[src/rtl/mem_pkg.sv]
// Shared memory-side types and default widths for the pipeline, arbiter and memory model.
package mem_pkg;

  localparam int unsigned ADDR_W = 32;
  localparam int unsigned DATA_W = 32;

  typedef enum logic [1:0] {
    IDLE  = 2'd0,
    IBUSY = 2'd1,
    DBUSY = 2'd2
  } arb_state_t;

  function automatic logic is_busy(arb_state_t s);
    return s != IDLE;
  endfunction

endpackage

[src/rtl/mem_arbiter_if.sv]
// Bundles the IF/MEM request ports and the unified memory port around the arbiter.
interface mem_arbiter_if #(
  parameter int unsigned ADDR_W = mem_pkg::ADDR_W,
  parameter int unsigned DATA_W = mem_pkg::DATA_W
);

  logic              ireq;
  logic [ADDR_W-1:0] iaddr;
  logic [DATA_W-1:0] irdata;
  logic              idone;
  logic              istall;

  logic              dreq;
  logic              dwe;
  logic [ADDR_W-1:0] daddr;
  logic [DATA_W-1:0] dwdata;
  logic [DATA_W-1:0] drdata;
  logic              ddone;
  logic              dstall;

  logic              mreq;
  logic              mwe;
  logic [ADDR_W-1:0] maddr;
  logic [DATA_W-1:0] mwdata;
  logic [DATA_W-1:0] mrdata;
  logic              mready;

  // Arbiter view: serves the pipeline, masters the memory port.
  modport master (
    input  ireq, iaddr, dreq, dwe, daddr, dwdata, mrdata, mready,
    output irdata, idone, istall, drdata, ddone, dstall, mreq, mwe, maddr, mwdata
  );

  // Memory model / bus bridge view.
  modport slave (
    input  mreq, mwe, maddr, mwdata,
    output mrdata, mready
  );

  // Pipeline datapath view.
  modport pipe (
    output ireq, iaddr, dreq, dwe, daddr, dwdata,
    input  irdata, idone, istall, drdata, ddone, dstall
  );

endinterface

[src/rtl/mem_arbiter.sv]
// Arbitrates the single-ported unified memory between instruction fetch and data access,
// data side first; holds the latched request until mready and pulses a done per side.
module mem_arbiter #(
  parameter int unsigned ADDR_W = mem_pkg::ADDR_W,
  parameter int unsigned DATA_W = mem_pkg::DATA_W
) (
  input logic           clk,
  input logic           resetn,
  mem_arbiter_if.master bus
);
  import mem_pkg::*;

  arb_state_t        state_q, state_d;
  logic              grant_d, grant_i;

  logic              mreq_q;
  logic              mwe_q;
  logic [ADDR_W-1:0] maddr_q;
  logic [DATA_W-1:0] mwdata_q;
  logic [DATA_W-1:0] irdata_q;
  logic [DATA_W-1:0] drdata_q;
  logic              idone_q;
  logic              ddone_q;

  // A side whose done is high still presents its completed request, so it is not re-granted.
  always_comb begin
    state_d = state_q;
    grant_d = 1'b0;
    grant_i = 1'b0;
    unique case (state_q)
      IDLE: begin
        if (bus.dreq && !ddone_q) begin
          grant_d = 1'b1;
          state_d = DBUSY;
        end else if (bus.ireq && !idone_q) begin
          grant_i = 1'b1;
          state_d = IBUSY;
        end
      end
      IBUSY, DBUSY: begin
        if (bus.mready) begin
          state_d = IDLE;
        end
      end
      default: state_d = IDLE;
    endcase
  end

  always_ff @(posedge clk or negedge resetn) begin
    if (!resetn) begin
      state_q  <= IDLE;
      mreq_q   <= 1'b0;
      mwe_q    <= 1'b0;
      maddr_q  <= '0;
      mwdata_q <= '0;
      irdata_q <= '0;
      drdata_q <= '0;
      idone_q  <= 1'b0;
      ddone_q  <= 1'b0;
    end else begin
      state_q <= state_d;
      idone_q <= 1'b0;
      ddone_q <= 1'b0;
      if (grant_d) begin
        mreq_q   <= 1'b1;
        mwe_q    <= bus.dwe;
        maddr_q  <= bus.daddr;
        mwdata_q <= bus.dwdata;
      end else if (grant_i) begin
        mreq_q  <= 1'b1;
        mwe_q   <= 1'b0;
        maddr_q <= bus.iaddr;
      end else if (is_busy(state_q) && bus.mready) begin
        mreq_q <= 1'b0;
        mwe_q  <= 1'b0;
        if (state_q == IBUSY) begin
          irdata_q <= bus.mrdata;
          idone_q  <= 1'b1;
        end else begin
          // Stores leave the previous load result in place.
          if (!mwe_q) begin
            drdata_q <= bus.mrdata;
          end
          ddone_q <= 1'b1;
        end
      end
    end
  end

  always_comb begin
    bus.istall = bus.ireq & ~idone_q;
    bus.dstall = bus.dreq & ~ddone_q;
  end

  assign bus.mreq   = mreq_q;
  assign bus.mwe    = mwe_q;
  assign bus.maddr  = maddr_q;
  assign bus.mwdata = mwdata_q;
  assign bus.irdata = irdata_q;
  assign bus.idone  = idone_q;
  assign bus.drdata = drdata_q;
  assign bus.ddone  = ddone_q;

endmodule

[src/flat_wrapper.sv]
// flat-port wrapper written by rule: the top's interface ports become plain ports
module mem_arbiter_flat import mem_pkg::*;
#(
  parameter int unsigned ADDR_W = mem_pkg::ADDR_W,
  parameter int unsigned DATA_W = mem_pkg::DATA_W
)
  (clk, resetn, bus_ireq, bus_iaddr, bus_dreq, bus_dwe, bus_daddr, bus_dwdata, bus_mrdata, bus_mready, bus_irdata, bus_idone, bus_istall, bus_drdata, bus_ddone, bus_dstall, bus_mreq, bus_mwe, bus_maddr, bus_mwdata);
  mem_arbiter_if #(.ADDR_W(ADDR_W), .DATA_W(DATA_W)) bus_i ();
  input logic clk;
  input logic resetn;
  input wire logic [$bits(bus_i.ireq)-1:0] bus_ireq;
  input wire logic [$bits(bus_i.iaddr)-1:0] bus_iaddr;
  input wire logic [$bits(bus_i.dreq)-1:0] bus_dreq;
  input wire logic [$bits(bus_i.dwe)-1:0] bus_dwe;
  input wire logic [$bits(bus_i.daddr)-1:0] bus_daddr;
  input wire logic [$bits(bus_i.dwdata)-1:0] bus_dwdata;
  input wire logic [$bits(bus_i.mrdata)-1:0] bus_mrdata;
  input wire logic [$bits(bus_i.mready)-1:0] bus_mready;
  output wire logic [$bits(bus_i.irdata)-1:0] bus_irdata;
  output wire logic [$bits(bus_i.idone)-1:0] bus_idone;
  output wire logic [$bits(bus_i.istall)-1:0] bus_istall;
  output wire logic [$bits(bus_i.drdata)-1:0] bus_drdata;
  output wire logic [$bits(bus_i.ddone)-1:0] bus_ddone;
  output wire logic [$bits(bus_i.dstall)-1:0] bus_dstall;
  output wire logic [$bits(bus_i.mreq)-1:0] bus_mreq;
  output wire logic [$bits(bus_i.mwe)-1:0] bus_mwe;
  output wire logic [$bits(bus_i.maddr)-1:0] bus_maddr;
  output wire logic [$bits(bus_i.mwdata)-1:0] bus_mwdata;
  assign bus_i.ireq = bus_ireq;
  assign bus_i.iaddr = bus_iaddr;
  assign bus_i.dreq = bus_dreq;
  assign bus_i.dwe = bus_dwe;
  assign bus_i.daddr = bus_daddr;
  assign bus_i.dwdata = bus_dwdata;
  assign bus_i.mrdata = bus_mrdata;
  assign bus_i.mready = bus_mready;
  assign bus_irdata = bus_i.irdata;
  assign bus_idone = bus_i.idone;
  assign bus_istall = bus_i.istall;
  assign bus_drdata = bus_i.drdata;
  assign bus_ddone = bus_i.ddone;
  assign bus_dstall = bus_i.dstall;
  assign bus_mreq = bus_i.mreq;
  assign bus_mwe = bus_i.mwe;
  assign bus_maddr = bus_i.maddr;
  assign bus_mwdata = bus_i.mwdata;
  mem_arbiter #(.ADDR_W(ADDR_W), .DATA_W(DATA_W)) u_core (.clk(clk), .resetn(resetn), .bus(bus_i));
endmodule
[config.mk]
export PLATFORM = sky130hd
export DESIGN_NAME = mem_arbiter_flat
export DESIGN_NICKNAME = d
export VERILOG_FILES = /design/src/rtl/mem_pkg.sv /design/src/rtl/mem_arbiter_if.sv /design/src/rtl/mem_arbiter.sv /design/src/flat_wrapper.sv
export SDC_FILE = /design/constraint.sdc
export NUM_CORES = 1
export LEC_CHECK = 0
export BUFFER_PORTS_ARGS = -buffer_cell sky130_fd_sc_hd__clkbuf_2
export CORE_ASPECT_RATIO = 1.4
export CORE_MARGIN = 3
export CORE_UTILIZATION = 50
export CTS_CLUSTER_DIAMETER = 150
export DETAILED_ROUTE_END_ITERATION = 8
export PLACE_DENSITY_LB_ADDON = 0.15
export SYNTH_ARGS = -nofsm -noshare
export SYNTH_HDL_FRONTEND = slang
export SYNTH_SLANG_ARGS = --single-unit
[constraint.sdc]
create_clock -name clk -period 5.5 [get_ports clk]
set_clock_uncertainty 0.2 [all_clocks]
set_input_delay 1.65 -clock clk [delete_from_list [all_inputs] [get_ports clk]]
set_output_delay 1.65 -clock clk [all_outputs]
set_load 0.005 [all_outputs]
# Word-level counts from Yosys, hierarchy flattened
# Index checks and enable logic that the tools add are counted.
[word_totals]
regBits = 134
input_bits = 134
out_inout_bits = 134
wordCells = 58
[op_classes]
eq_ne = 4
muxes = 24
bitwise_logic = 8
n_reduce_logical = 13
[ops]
columns = ["op", "n"]
rows = [
  ["32-bit two-way mux", 2],
  ["1-bit two-way mux", 18],
  ["2-bit two-way mux", 3],
  ["1-bit NOT", 6],
  ["5-bit AND reduction", 1],
  ["2-bit case mux with 2 select lines", 1],
  ["4-bit AND reduction", 1],
  ["2-bit nonzero test", 2],
  ["1-bit logical AND", 3],
  ["3-bit by 1-bit inequality test with 1-bit output, second input constant", 1],
  ["3-bit nonzero test", 1],
  ["1-bit bitwise AND", 2],
  ["2-bit by 1-bit == test with 1-bit output, second input constant", 1],
  ["2-bit == test, second input constant", 1],
  ["1-bit logical NOT", 2],
  ["2-bit logical NOT", 1],
  ["2-bit inequality test, second input constant", 1],
  ["2-bit AND reduction", 1],
  ["2-bit OR reduction", 1],
]

# Depth between registers and ports, before layout
[logic_depth]
ltp_word = 7
ltp_mapped = 8

# Worst setup path after synthesis
# No wires, ideal clock.
[synth_path]
path_kind = "input to output"
startpoint = "input bus_dreq"
endpoint = "output bus_dstall"
t_arrival_ns = 2.116
required_time_ns = 3.650
setup_slack_ns = 1.534
stages = 3
path_buffers = 1
path_cell_list = "nand2b_1 -> clkinv_1 -> buf_2"
[synth_via]
elab_chain_len = 1
[synth_rtl]
columns = ["element", "line", "text"]
rows = [
  ["start: declaration", "flat_wrapper.sv:13", "input wire logic [$bits(bus_i.dreq)-1:0] bus_dreq;"],
  ["1-bit bitwise AND", "mem_arbiter.sv:92", "bus.dstall = bus.dreq & ~ddone_q;"],
  ["end: declaration", "flat_wrapper.sv:24", "output wire logic [$bits(bus_i.dstall)-1:0] bus_dstall;"],
]
# No other way between the ends.

# Final worst setup path
# Same ends and word-level chain as after synthesis.

==> flow_metrics.py <==
metrics = {
    "critical_path": {
        "slowest_stage": "buf_4",
        "path_cells": "clkbuf_2 > nand2b_1 > clkinv_1 > buf_4 > clkbuf_2",
        "crit_arrival_ns": 2.51,
        "crit_buf_inv": 4,
        "critPathKind": "input pin to output port",
        "cp-start-kind": "input pin",
        "cpPeakStageDelay_ns": 0.36,
        "cp_max_fo": 35,
        "required_ns": 3.65,
        "r2r_slack_ns": 2.88,
        "timing.critical_path.to_type": "output port",
        "crit_family": "buffers and inverters",
        "cp_common_cell": "clkbuf_2",
    },
    "cts": {
        "ctsResizeCount": 0,
        "cts.clk_slew.worst_paths_ns": 0.05,
        "cts_buffers": 17,
        "cts-root-buf": "clkbuf_16",
        "clk_latency_ns": 0.40,
        "cts.path.max_buffers": 2,
        "postCtsSetupBuffers": 0,
        "cts_tree": "yes",
        "cts_max_level": 4,
        "cts.sinks": 134,
        "hold_buffers": 0,
    },
    "floorplan": {
        "die_y_um": 130,
        "core_um2": 10500,
        "initial_core_util": 0.518,
        "rows": 44,
        "die_w_um": 94.2,
        "die-area_um2": 12200,
        "boundaryPins": 268,
    },
    "sta": {
        "layout_min_cycle_time_ns": 4.36,
        "rsz0062_at_grt": "false",
        "worst_pin_slew_ns": 1.11,
        "fmax_ghz": 0.229,
        "setup_ws_ns": 1.14,
        "final_hold_viol_count": 0,
        "maxSlewHeadroom": 0.261,
        "finalSetupViolations": 0,
        "fin_crit_sh": 0.793,
        "tns_ns": 0,
        "drv_slew": 0,
    },
    "synthesis": {
        "synth_edf_count": 0,
        "yosysUniqueCellTypes": 29,
        "synth_compound_area_frac": 0.114,
        "yosys.area_share.simple": 0.0179,
        "synth_fa_ha_area_frac": 0.00689,
        "synth_cells": 348,
        "async_reset_ff_frac": 1.00,
        "post-synth-top-count-cell": "dfrtp_1",
        "yosysWarnings": 0,
        "synth_area_um2": 5450,
        "synth_top_area_cell": "dfrtp_1",
        "yosys-top-cells-area": "dfrtp_1 (62%), mux2_2 (14%), mux2_4 (8.0%)",
        "synth_commonest_cells": "dfrtp_1 (134), mux2_2 (67), o21a_1 (32), o32a_1 (32), mux2_4 (29)",
        "ys_dominant_reg_cell": "dfrtp_1",
        "yosysTopAreaCellShare": 0.615,
        "ys_seq_elements": 134,
        "synth.area.mux_share": 0.218,
        "syn_nets": 485,
        "ys_seq_area_frac": 0.615,
        "synth_xor_area_frac": 0,
        "synth_top_family_by_area": "multiplexers",
        "syn_avg_cell_area_um2": 15.7,
    },
    "route": {
        "via_per_inst": 5.18,
        "dr.pass1.iters": 4,
        "drc_errors": 0,
        "routed_wl_um": 13800,
        "postRouteAntennaNets": 0,
        "vias": 3972,
        "post_drt_wl_per_cell_um": 17.9,
        "first_iter_violations": 127,
    },
    "flow_run": {
        "cap_violations": 0,
    },
    "power_and_ir_drop": {
        "p_seq_frac": 0.374,
        "p_sw_mw": 1.40,
        "combPwrFrac": 0.357,
        "p_leak_nw": 3.74,
        "p_int_mw": 3.26,
        "ir_drop_v": 0.000374,
        "p_clk_frac": 0.268,
        "powerDensity_nw_per_um2": 618,
        "swShare": 0.301,
    },
    "grt": {
        "gr-total-overflow": 0,
        "antenna_found_initial": 0,
        "grt_pass1_vias": 4179,
        "grtUsageTotal": 0.225,
        "grt_pass1_wl_um": 20900,
        "grt_max_degree": 71,
    },
    "finish": {
        "fin_nets": 753,
        "diodes": 0,
        "drive_gt1_frac": 0.641,
        "stdcell_count": 767,
        "syn2layout_area_growth_pct": 38.6,
        "final_cell_area_um2": 7550,
        "utilization": 0.718,
    },
    "place": {
        "finalWeightedCongestion": 0.733,
        "dp_cells": 735,
        "placed_cell_area_um2": 6890,
        "dp_hpwl_um": 9950,
        "io_buffers": 267,
        "dpl_worst_slack_ns": 1.15,
    },
    "hold_path": {
        "min_path_type": "flip-flop to flip-flop",
    },
    "run_status": {
        "outcome": "finished clean",
    },
}
==> flip-flops by register name, indices dropped and copies added (netlist names) <==
signal,flops
u_core.bus.ddone,1
u_core.bus.drdata,32
u_core.bus.idone,1
u_core.bus.irdata,32
u_core.bus.maddr,32
u_core.bus.mreq,1
u_core.bus.mwdata,32
u_core.bus.mwe,1
u_core.state_q,2
==> final cells by class <==
cell class              count  area (um2)
repair buffers            273        1400
clock buffers              19         443
inverters                   4        15.0
well taps                 138         173
flip-flops and latches    134        3350
multi-input cells         186        1950
clock inverters            13         219
fillers                   775        2960
==> path summary, 6_finish.rpt <==
| kind | from | endpoint | depth (start not counted) |
|---|---|---|---|
| max | bus_dreq | bus_dstall | 5 |
| min | u_core.bus.maddr[7] | u_core.bus.maddr[7] | 1 |
| max reg2reg | u_core.state_q[0] | u_core.bus.irdata[15] | 5 |
| min reg2reg | u_core.bus.maddr[7] | u_core.bus.maddr[7] | 1 |
| max in group asynchronous | resetn | u_core.bus.mwdata[26] | 2 |
| min in group asynchronous | resetn | u_core.bus.mwdata[23] | 1 |
==> power groups by stage <==
stage          clock, mW  sequential, mW  combinational (mW)
6_report            1.25            1.75                1.67
5_1_grt             1.32            1.81                1.82
4_1_cts             1.27            1.75                1.70
3_5_place_dp           0            1.75                1.70
3_3_place_gp           0            1.73                1.65
2_1_floorplan          0            1.77               0.891
==> cell families after synthesis <==
logic type,after synthesis
AOI/OAI and AO/OA,74
buffers and inverters,28
muxes,96
DFF,134
adders and majority gates,3
and+or+nand+nor,13
==> worst reg2reg max path: stages (launching register included) <==
cell,delay (ns)
dfrtp_1,0.36
inv_1,0.08
ha_1,0.32
nand3b_4,0.13
and4b_2,1.00
mux2_2,0.43
==> metrics by stage <==
stage / hold WS (ns) / power (mW)
after floorplan: 0.288 / 2.66
final: 0.287 / 4.66
after detailed placement: 0.280 / 3.45
after global routing: 0.308 / 4.95
after global placement: 0.275 / 3.38
after CTS: 0.292 / 4.72
==> placed cells by master, fill, tap and decap left out, types with 2 or more instances in the layout <==
cell       Yosys  routed
clkinv_4       0       4
inv_6          0       3
nand2b_1       2       2
o21ai_0        2       2
bufinv_16      0       5
ha_1           3       3
a21oi_1        3       3
clkbuf_2       0     266
clkbuf_16      0      17
buf_4          1       6
mux2_2        67      67
inv_1          3       3
nand2_1        2       2
nor2b_1        2       2
o32a_1        32      32
o21a_1        32      32
mux2_4        29      29
dfrtp_1      134     134
==> layer usage <==
layer  wire length, um  up-vias  track usage
met5                 0        -            0
met3              1190       29       0.0720
met2              7230      178        0.397
li1                  -     1842            -
met1              4960     1923        0.246
met4               394        0        0.104
No activity file was read; power rests on OpenSTA's default activity.
